**src/rtl/fifo_arb_pkg.sv**
```systemverilog
// Shared constants for the FIFO write-port arbiter and its round-robin picker.
package fifo_arb_pkg;
    localparam int DATA_WIDTH = 8;
    localparam int N_REQ      = 4;
    localparam int MAX_BURST  = 4;
    localparam int PTR_W      = $clog2(N_REQ);
    localparam int BURST_W    = 8;
endpackage

```
**src/rtl/fifo_wr_arbiter_rr_pick.sv**
```systemverilog
// rr_pick: stateless round-robin selector; first set req bit at or above ptr, wrapping.
module rr_pick
    import fifo_arb_pkg::*;
#(
    parameter int N_REQ = fifo_arb_pkg::N_REQ,
    parameter int PW    = fifo_arb_pkg::PTR_W
) (
    input  logic [N_REQ-1:0] req,
    input  logic [PW-1:0]    ptr,
    input  logic             en,
    output logic [N_REQ-1:0] gnt,
    output logic [PW-1:0]    idx
);

    always_comb begin
        logic          found;
        logic [PW:0]   sum;
        logic [PW-1:0] pos;
        gnt   = '0;
        idx   = '0;
        found = 1'b0;
        sum   = '0;
        pos   = '0;
        for (int k = 0; k < N_REQ; k++) begin
            sum = {1'b0, ptr} + (PW+1)'(k);
            if (sum >= (PW+1)'(N_REQ)) begin
                sum = sum - (PW+1)'(N_REQ);
            end
            pos = sum[PW-1:0];
            if (en && !found && req[pos]) begin
                found    = 1'b1;
                gnt[pos] = 1'b1;
                idx      = pos;
            end
        end
    end

endmodule

```
**src/rtl/fifo_wr_arbiter.sv**
```systemverilog
// Round-robin arbiter sharing one FIFO write port among N_REQ producers via a registered stage.
// Optional burst locking is compiled in with FIFO_ARB_LOCK_EN.
module fifo_wr_arbiter
    import fifo_arb_pkg::*;
#(
    parameter int DATA_WIDTH = fifo_arb_pkg::DATA_WIDTH,
    parameter int N_REQ      = fifo_arb_pkg::N_REQ,
    parameter int MAX_BURST  = fifo_arb_pkg::MAX_BURST
) (
    input  logic                        clk,
    input  logic                        reset,
    input  logic [N_REQ-1:0]            req,
    input  logic [N_REQ*DATA_WIDTH-1:0] req_data,
    output logic [N_REQ-1:0]            gnt,
    output logic                        fifo_wr_en,
    output logic [DATA_WIDTH-1:0]       fifo_wr_data,
    input  logic                        fifo_wr_ready
);

    localparam int PW = $clog2(N_REQ);

    logic                  out_vld_q, out_vld_d;
    logic [DATA_WIDTH-1:0] out_data_q, out_data_d;
    logic [PW-1:0]         ptr_q, ptr_d;
    logic                  stage_free;
    logic [PW-1:0]         win_idx, win_inc;
    logic [DATA_WIDTH-1:0] win_data;
    logic [DATA_WIDTH-1:0] masked [N_REQ];

    // A draining stage can accept a new word at the same edge, so there is no bubble.
    assign stage_free   = !out_vld_q || fifo_wr_ready;
    assign fifo_wr_en   = out_vld_q;
    assign fifo_wr_data = out_data_q;
    assign win_inc      = (win_idx == PW'(N_REQ-1)) ? '0 : win_idx + 1'b1;

    rr_pick #(
        .N_REQ (N_REQ),
        .PW    (PW)
    ) u_pick (
        .req (req),
        .ptr (ptr_q),
        .en  (stage_free),
        .gnt (gnt),
        .idx (win_idx)
    );

    for (genvar gi = 0; gi < N_REQ; gi++) begin : g_mask
        assign masked[gi] = {DATA_WIDTH{gnt[gi]}} & req_data[gi*DATA_WIDTH +: DATA_WIDTH];
    end

    always_comb begin
        win_data = '0;
        for (int i = 0; i < N_REQ; i++) begin
            win_data = win_data | masked[i];
        end
    end

    always_comb begin
        out_vld_d  = out_vld_q;
        out_data_d = out_data_q;
        if (|gnt) begin
            out_vld_d  = 1'b1;
            out_data_d = win_data;
        end else if (fifo_wr_ready) begin
            out_vld_d = 1'b0;
        end
    end

`ifdef FIFO_ARB_LOCK_EN
    logic [BURST_W-1:0] burst_q, burst_d, burst_inc;
    logic [PW-1:0]      ptr_inc;

    assign ptr_inc = (ptr_q == PW'(N_REQ-1)) ? '0 : ptr_q + 1'b1;

    // A grant to the locked producer extends its burst; any other winner starts a fresh one.
    always_comb begin
        ptr_d     = ptr_q;
        burst_d   = burst_q;
        burst_inc = (win_idx == ptr_q && burst_q != '0) ? burst_q + 1'b1 : BURST_W'(1);
        if (|gnt) begin
            if (burst_inc >= BURST_W'(MAX_BURST)) begin
                ptr_d   = win_inc;
                burst_d = '0;
            end else begin
                ptr_d   = win_idx;
                burst_d = burst_inc;
            end
        end else if (stage_free && !req[ptr_q] && burst_q != '0) begin
            ptr_d   = ptr_inc;
            burst_d = '0;
        end
    end

    always_ff @(posedge clk or posedge reset) begin
        if (reset) begin
            burst_q <= '0;
        end else begin
            burst_q <= burst_d;
        end
    end
`else
    always_comb begin
        ptr_d = ptr_q;
        if (|gnt) begin
            ptr_d = win_inc;
        end
    end
`endif

    always_ff @(posedge clk or posedge reset) begin
        if (reset) begin
            out_vld_q  <= 1'b0;
            out_data_q <= '0;
            ptr_q      <= '0;
        end else begin
            out_vld_q  <= out_vld_d;
            out_data_q <= out_data_d;
            ptr_q      <= ptr_d;
        end
    end

endmodule

```
**config.mk**
```make
export PLATFORM = sky130hd
export DESIGN_NAME = fifo_wr_arbiter
export DESIGN_NICKNAME = d
export VERILOG_FILES = /design/src/rtl/fifo_arb_pkg.sv /design/src/rtl/fifo_wr_arbiter_rr_pick.sv /design/src/rtl/fifo_wr_arbiter.sv
export SDC_FILE = /design/constraint.sdc
export NUM_CORES = 1
export LEC_CHECK = 0
export BUFFER_PORTS_ARGS = -buffer_cell sky130_fd_sc_hd__buf_2
export CORE_MARGIN = 2
export CORE_UTILIZATION = 30
export CTS_CLUSTER_DIAMETER = 100
export CTS_CLUSTER_SIZE = 40
export DETAILED_ROUTE_END_ITERATION = 6
export HOLD_SLACK_MARGIN = 0.15
export SETUP_SLACK_MARGIN = 0.5
export SLEW_MARGIN = 25
export SYNTH_ARGS = -nofsm -noshare
export SYNTH_HDL_FRONTEND = slang
export SYNTH_SLANG_ARGS = --single-unit
```
**constraint.sdc**
```tcl
create_clock -name clk -period 6.7 [get_ports clk]
set_clock_uncertainty 0.05 [all_clocks]
set_input_delay 1.005 -clock clk [delete_from_list [all_inputs] [get_ports clk]]
set_output_delay 1.005 -clock clk [all_outputs]
set_load 0.005 [all_outputs]
```
# Word-level counts from Yosys, hierarchy flattened
# Cells that the tools add are included.
[totals] ff_bits=11 out_inout_bits=13 word_cells=86 inputBits=39
[op_classes] n_mux=34 magnitude_cmp=12 reduce_logical=18 add_sub_neg=8 n_eq_ne=1 bitwise=10
[ops] operator="AND 8 bit" n=4
[ops] operator="bitwise OR 8 bit" n=3
[ops] operator="two-way mux 2 bit" n=9
[ops] operator="two-way mux 4 bit" n=4
[ops] operator="two-way mux 1 bit" n=13
[ops] operator="< comparator 2 x 3 -> 1 bit, second input constant" n=4
[ops] operator="bitwise OR 4 bit" n=3
[ops] operator="logical AND 1 bit" n=11
[ops] operator="greater-or-equal comparator 3 bit, second input constant" n=3
[ops] operator="binary-select mux 1 bit (select 2 bit)" n=4
[ops] operator="demux 1 bit (select 2 bit)" n=4
[ops] operator="greater-or-equal comparator 2 x 1 -> 1 bit, second input constant" n=4
[ops] operator="subtractor 2 x 1 -> 2 bit, second input constant" n=4
[ops] operator="adder 2 x 2 -> 3 bit, second input constant" n=2
[ops] operator="logical NOT 1 bit" n=4
[ops] operator="OR reduction 4 bit" n=1
[ops] operator="adder 2 x 1 -> 3 bit, second input constant" n=1
[ops] operator="greater-or-equal comparator 2 x 3 -> 1 bit, second input constant" n=1
[ops] operator="adder 2 x 1 -> 2 bit, second input constant" n=1
[ops] operator="== test 2 bit, second input constant" n=1
[ops] operator="nonzero test 2 bit" n=1
[ops] operator="logical OR 1 bit" n=1

# Depth between registers and ports, before layout
[depth] word_depth=22 ltp_mapped=10 mapped_depth_nobuf=8

# Hierarchy
# From an unflattened synthesis, not the netlist that was laid out.
[unflattened] cells_unflattened=120 area_unflattened_um2=1114.8
[modules_own_cells] module="fifo_wr_arbiter" seq_area_each_um2=275.3 instances=1 cells_each=57 area_each_um2=583.1
[modules_own_cells] module="rr_pick" seq_area_each_um2=0.0 instances=1 cells_each=63 area_each_um2=531.8

# Worst setup path before layout
# No wires, ideal clock.
[synth_timing] path_kind="input port to output port" start="input req[3]" end="output gnt[2]" path_slack_ps=3085 arrival_time_ps=2560 n_path_buf=0 t_required_ps=5645 path_stages=4 cell_sequence="mux4_2 -> nor2b_1 -> a222oi_1 -> nand2_2"
[synth_between] elab_chain_len=16 word_cells_on_any_way=28 cone_classes="mux: 15; bitwise: 3; reduce/logical: 10"
[synth_rtl] element="start: declaration" line="fifo_wr_arbiter.sv:12" rtl="input logic [N_REQ-1:0] req,"
[synth_rtl] element="binary-select mux 1 bit (select 2 bit)" line="fifo_wr_arbiter_rr_pick.sv:30" rtl="if (en && !found && req[pos]) begin"
[synth_rtl] element="two-way mux 1 bit (implied by the code)" line="fifo_wr_arbiter_rr_pick.sv:30"
[synth_rtl] element="logical AND 1 bit" line="fifo_wr_arbiter_rr_pick.sv:30"
[synth_rtl] element="two-way mux 1 bit" line="fifo_wr_arbiter_rr_pick.sv:30"
[synth_rtl] element="logical NOT 1 bit" line="fifo_wr_arbiter_rr_pick.sv:30"
[synth_rtl] element="logical AND 1 bit (2 in a row)" line="fifo_wr_arbiter_rr_pick.sv:30"
[synth_rtl] element="two-way mux 1 bit" line="fifo_wr_arbiter_rr_pick.sv:30"
[synth_rtl] element="logical NOT 1 bit" line="fifo_wr_arbiter_rr_pick.sv:30"
[synth_rtl] element="logical AND 1 bit (2 in a row)" line="fifo_wr_arbiter_rr_pick.sv:30"
[synth_rtl] element="two-way mux 1 bit" line="fifo_wr_arbiter_rr_pick.sv:30"
[synth_rtl] element="logical NOT 1 bit" line="fifo_wr_arbiter_rr_pick.sv:30"
[synth_rtl] element="logical AND 1 bit (2 in a row)" line="fifo_wr_arbiter_rr_pick.sv:30"
[synth_rtl] element="two-way mux 4 bit *" line="fifo_wr_arbiter_rr_pick.sv:30"
[synth_rtl] element="end: declaration" line="fifo_wr_arbiter.sv:14" rtl="output logic [N_REQ-1:0] gnt,"
# Every way passes the cells marked *; elsewhere a longest branch is shown, timed or not. The select of a mux whose other input is x is not followed.

# Worst setup path after layout
[layout_timing] start="register ptr_q[0]" end="output gnt[3]"
[layout_between] elab_chain_len=18 word_cells_on_any_way=63 cone_classes="add/sub: 7; order compare: 12; mux: 27; bitwise: 3; reduce/logical: 14"
[layout_rtl] element="start: declaration" line="fifo_wr_arbiter.sv:24" rtl="logic [PW-1:0] ptr_q, ptr_d;"
[layout_rtl] element="start signal: assignment" line="fifo_wr_arbiter.sv:118" rtl="ptr_q <= ptr_d;"
[layout_rtl] element="branches (longest 17 deep; another with adder 2 x 1 -> 3 bit)"
[layout_rtl] element="two-way mux 4 bit *" line="fifo_wr_arbiter_rr_pick.sv:30"
# Mark *: on every way between the ends. The select of a mux whose other input is x is not followed.

==> impl_metrics.env <==
export IMPL_holdWs_ns=0.471
export IMPL_powerDensity_nw_per_um2=498
export IMPL_synth_area_leaders="dfrtp_1 (25%), a21boi_0 (14%), mux2i_1 (8.1%), ha_1 (7.9%), mux4_1 (7.1%)"
export IMPL_cts_setup_buffers=0
export IMPL_async_flop_share_pct=100
export IMPL_layout_drive_gt1_share_pct=38.6
export IMPL_htreeDepth=1
export IMPL_routed_via_density=5.31
export IMPL_cts_buffers_inserted=3
export IMPL_grt_start_max_net_pins=16
export IMPL_routabilityCongestion=0.921
export IMPL_synth_compound_area_share_pct=31.6
export IMPL_maxCapViolations=0
export IMPL_slew_headroom_pct=35.6
export IMPL_whs_path_depth=2
export IMPL_wire_per_inst_um=14.9
export IMPL_drc=0
export IMPL_die_h_um=64.8
export IMPL_clk_pin_slew_ns=0.05
export IMPL_ys_seq_area_share_pct=24.8
export IMPL_finalCriticalPeriod_ns=4.34
export IMPL_slew_violations=0
export IMPL_end_kind="output port"
export IMPL_synth_avg_cell_area_um2=10.0
export IMPL_worstPathRequired_ns=5.64
export IMPL_tns_ns=0
export IMPL_cts_root_buf="clkbuf_8"
export IMPL_die_w_um=64.8
export IMPL_antenna_found_initial=0
export IMPL_rrSetupSlack_ns=2.51
export IMPL_first_pass_iters=4
export IMPL_tightestPinTransition_ns=0.965
export IMPL_reg2reg_depth=8
export IMPL_synth_nets=157
export IMPL_ir_drop_v=0.000220
export IMPL_ctsHoldBuffers=0
export IMPL_ant_nets=0
export IMPL_leakage_nw=0.726
export IMPL_critical_path_class="reg -> out"
export IMPL_synth_top_area_share_pct=24.8
export IMPL_synth_edf_count=0
export IMPL_r2r_start="ptr_q[0]"
export IMPL_period_share_pct=64.8
export IMPL_layout_commonest_cell="buf_2"
export IMPL_grt_pass1_wl_mm=5.03
export IMPL_hold_viol=0
export IMPL_worstPathMaxFanout=15
export IMPL_worstSkewPairLatency_ns=0.23
export IMPL_place_hpwl_mm=2.63
export IMPL_drtIter0Drc=115
export IMPL_ys_flop_type="dfrtp_1"
export IMPL_cpMaxStageDelayCell="a222oi_1"
export IMPL_status="complete, no violations"
export IMPL_io_pins=52
export IMPL_vias=1136
export IMPL_rsz0062_at_grt="no"
export IMPL_grt_total_usage_pct=15.0
export IMPL_core_um2=3610
export IMPL_power_total_w=0.000728
export IMPL_synth_adder_area_share_pct=7.89
export IMPL_yosysTopAreaCell="dfrtp_1"
export IMPL_synth_seq_cells=11
export IMPL_start_util_pct=30.8
export IMPL_clk_path_buf_depth=2
export IMPL_dieArea_um2=4200
export IMPL_netlist_instances=111
export IMPL_max_freq_mhz=230
export IMPL_cts_resized=0
export IMPL_grt_pass1_vias=1053
export IMPL_synth_distinct_cells=30
export IMPL_tritoncts="yes"
export IMPL_port_buffer_count=51
export IMPL_hold_path_class="reg -> reg"
export IMPL_rows=22
export IMPL_synthesis_area_um2=1110
export IMPL_crit_arrival_ns=3.29
export IMPL_min_to="fifo_wr_data[2]"
export IMPL_wl_mm=3.19
export IMPL_crit_chain="inv_1 -> ha_1 -> mux4_1 -> nor3b_2 -> a222oi_1 -> nand2_2 -> buf_2"
export IMPL_min_from="fifo_wr_data[2]"
export IMPL_start_kind="flip-flop"
export IMPL_num_antenna_cells=0
export IMPL_setup_viol=0
export IMPL_synth_mux_area_share_pct=17.2
export IMPL_clock_sinks=11
export IMPL_nets=213
export IMPL_slowest_delay_ns=0.81
export IMPL_grt_overflow=0
export IMPL_area_growth_pct=31.8
export IMPL_r2r_end="fifo_wr_en"
export IMPL_mostFrequentLayoutCells="buf_2 (52), a21boi_0 (20), inv_1 (12)"
export IMPL_synth_top_family_by_area="compound AO/OA/AOI/OAI gates"
export IMPL_synth_xor_area_share_pct=0.789
export IMPL_ys_warn_count=0
export IMPL_synthSimpleGateAreaFrac_pct=11.6
## logic make-up after synthesis
kind of cell             after synthesis
AND/OR/NAND/NOR                       21
AO/OA/AOI/OAI                         44
buffers and inverters                 14
adder cells (fa/ha/maj)                7
XOR/XNOR                               1
flip-flops                            11
multiplexers                          13
## worst max-delay path: cells and delay by family (launching register included)
| kind | cells | cell delay [ns] |
|---|---|---|
| DFF | 1 | 0.67 |
| muxes | 1 | 0.38 |
| adders and majority gates | 1 | 0.42 |
| and+or+nand+nor | 2 | 0.40 |
| buffers and inverters | 2 | 0.38 |
| AOI/OAI and AO/OA | 1 | 0.81 |
## final cells by class
cell class | instances | area (µm²)
fill | 367 | 2140
sequential | 11 | 275
inverter | 12 | 45.0
clock buffer | 4 | 45.0
multi-input combinational | 86 | 767
timing repair buffer | 53 | 270
tap | 48 | 60.1
## how the worst max path moves through the flow
stage	startpoint	endpoint	cells past startpoint
2_1_floorplan	req[3]	gnt[2]	4
3_3_place_gp	req[3]	fifo_wr_en	7
3_5_place_dp	req[0]	fifo_wr_en	7
4_1_cts	ptr_q[0]	gnt[3]	7
5_1_grt	ptr_q[0]	gnt[3]	7
6_report	ptr_q[0]	gnt[3]	7
## sequential cells by signal (all words and copies together), names as in the netlist
register and flops:
fifo_wr_en 1, ptr_q 2, fifo_wr_data 8
## per-layer routing
| metal | wire length, µm | part of all wire (%) | track usage [%] |
|---|---|---|---|
| met4 | 13 | 0.41 | 3.72 |
| met5 | 0 | 0 | 0 |
| met3 | 95 | 3.0 | 1.56 |
| met1 | 1390 | 43 | 20.5 |
| met2 | 1700 | 53 | 25.4 |
## synth_stat cells (all sizes together), types with 2 or more instances
master / count
a222oi: 4
mux2i: 9
o21ai: 2
nand3: 4
nand2: 6
mux4: 4
ha: 7
nor2: 3
buf: 2
nor2b: 2
inv: 12
a21boi: 24
dfrtp: 11
a2111oi: 8
## where the power goes
group / switching (W) / leakage [nW] / total [W] / internal (W)
clock network: 0.0000216 / 0.0228 / 0.0000631 / 0.0000415
logic: 0.000292 / 0.566 / 0.000529 / 0.000236
registers: 0.0000330 / 0.137 / 0.000136 / 0.000103
total: 0.000347 / 0.726 / 0.000728 / 0.000381
## stage by stage
| stage | std cells | util (%) | setup WS [ns] | cell area [µm²] |
|---|---|---|---|---|
| 2_1_floorplan | 111 | - | 3.09 | 1110 |
| 3_3_place_gp | 208 | 38.9 | 2.41 | 1400 |
| 3_5_place_dp | 210 | 39.3 | 2.49 | 1420 |
| 4_1_cts | 214 | 40.6 | 2.40 | 1460 |
| 5_1_grt | 214 | 40.6 | 2.12 | 1460 |
| 6_report | 214 | 40.6 | 2.36 | 1460 |
Power figures use the tool's default switching activity.
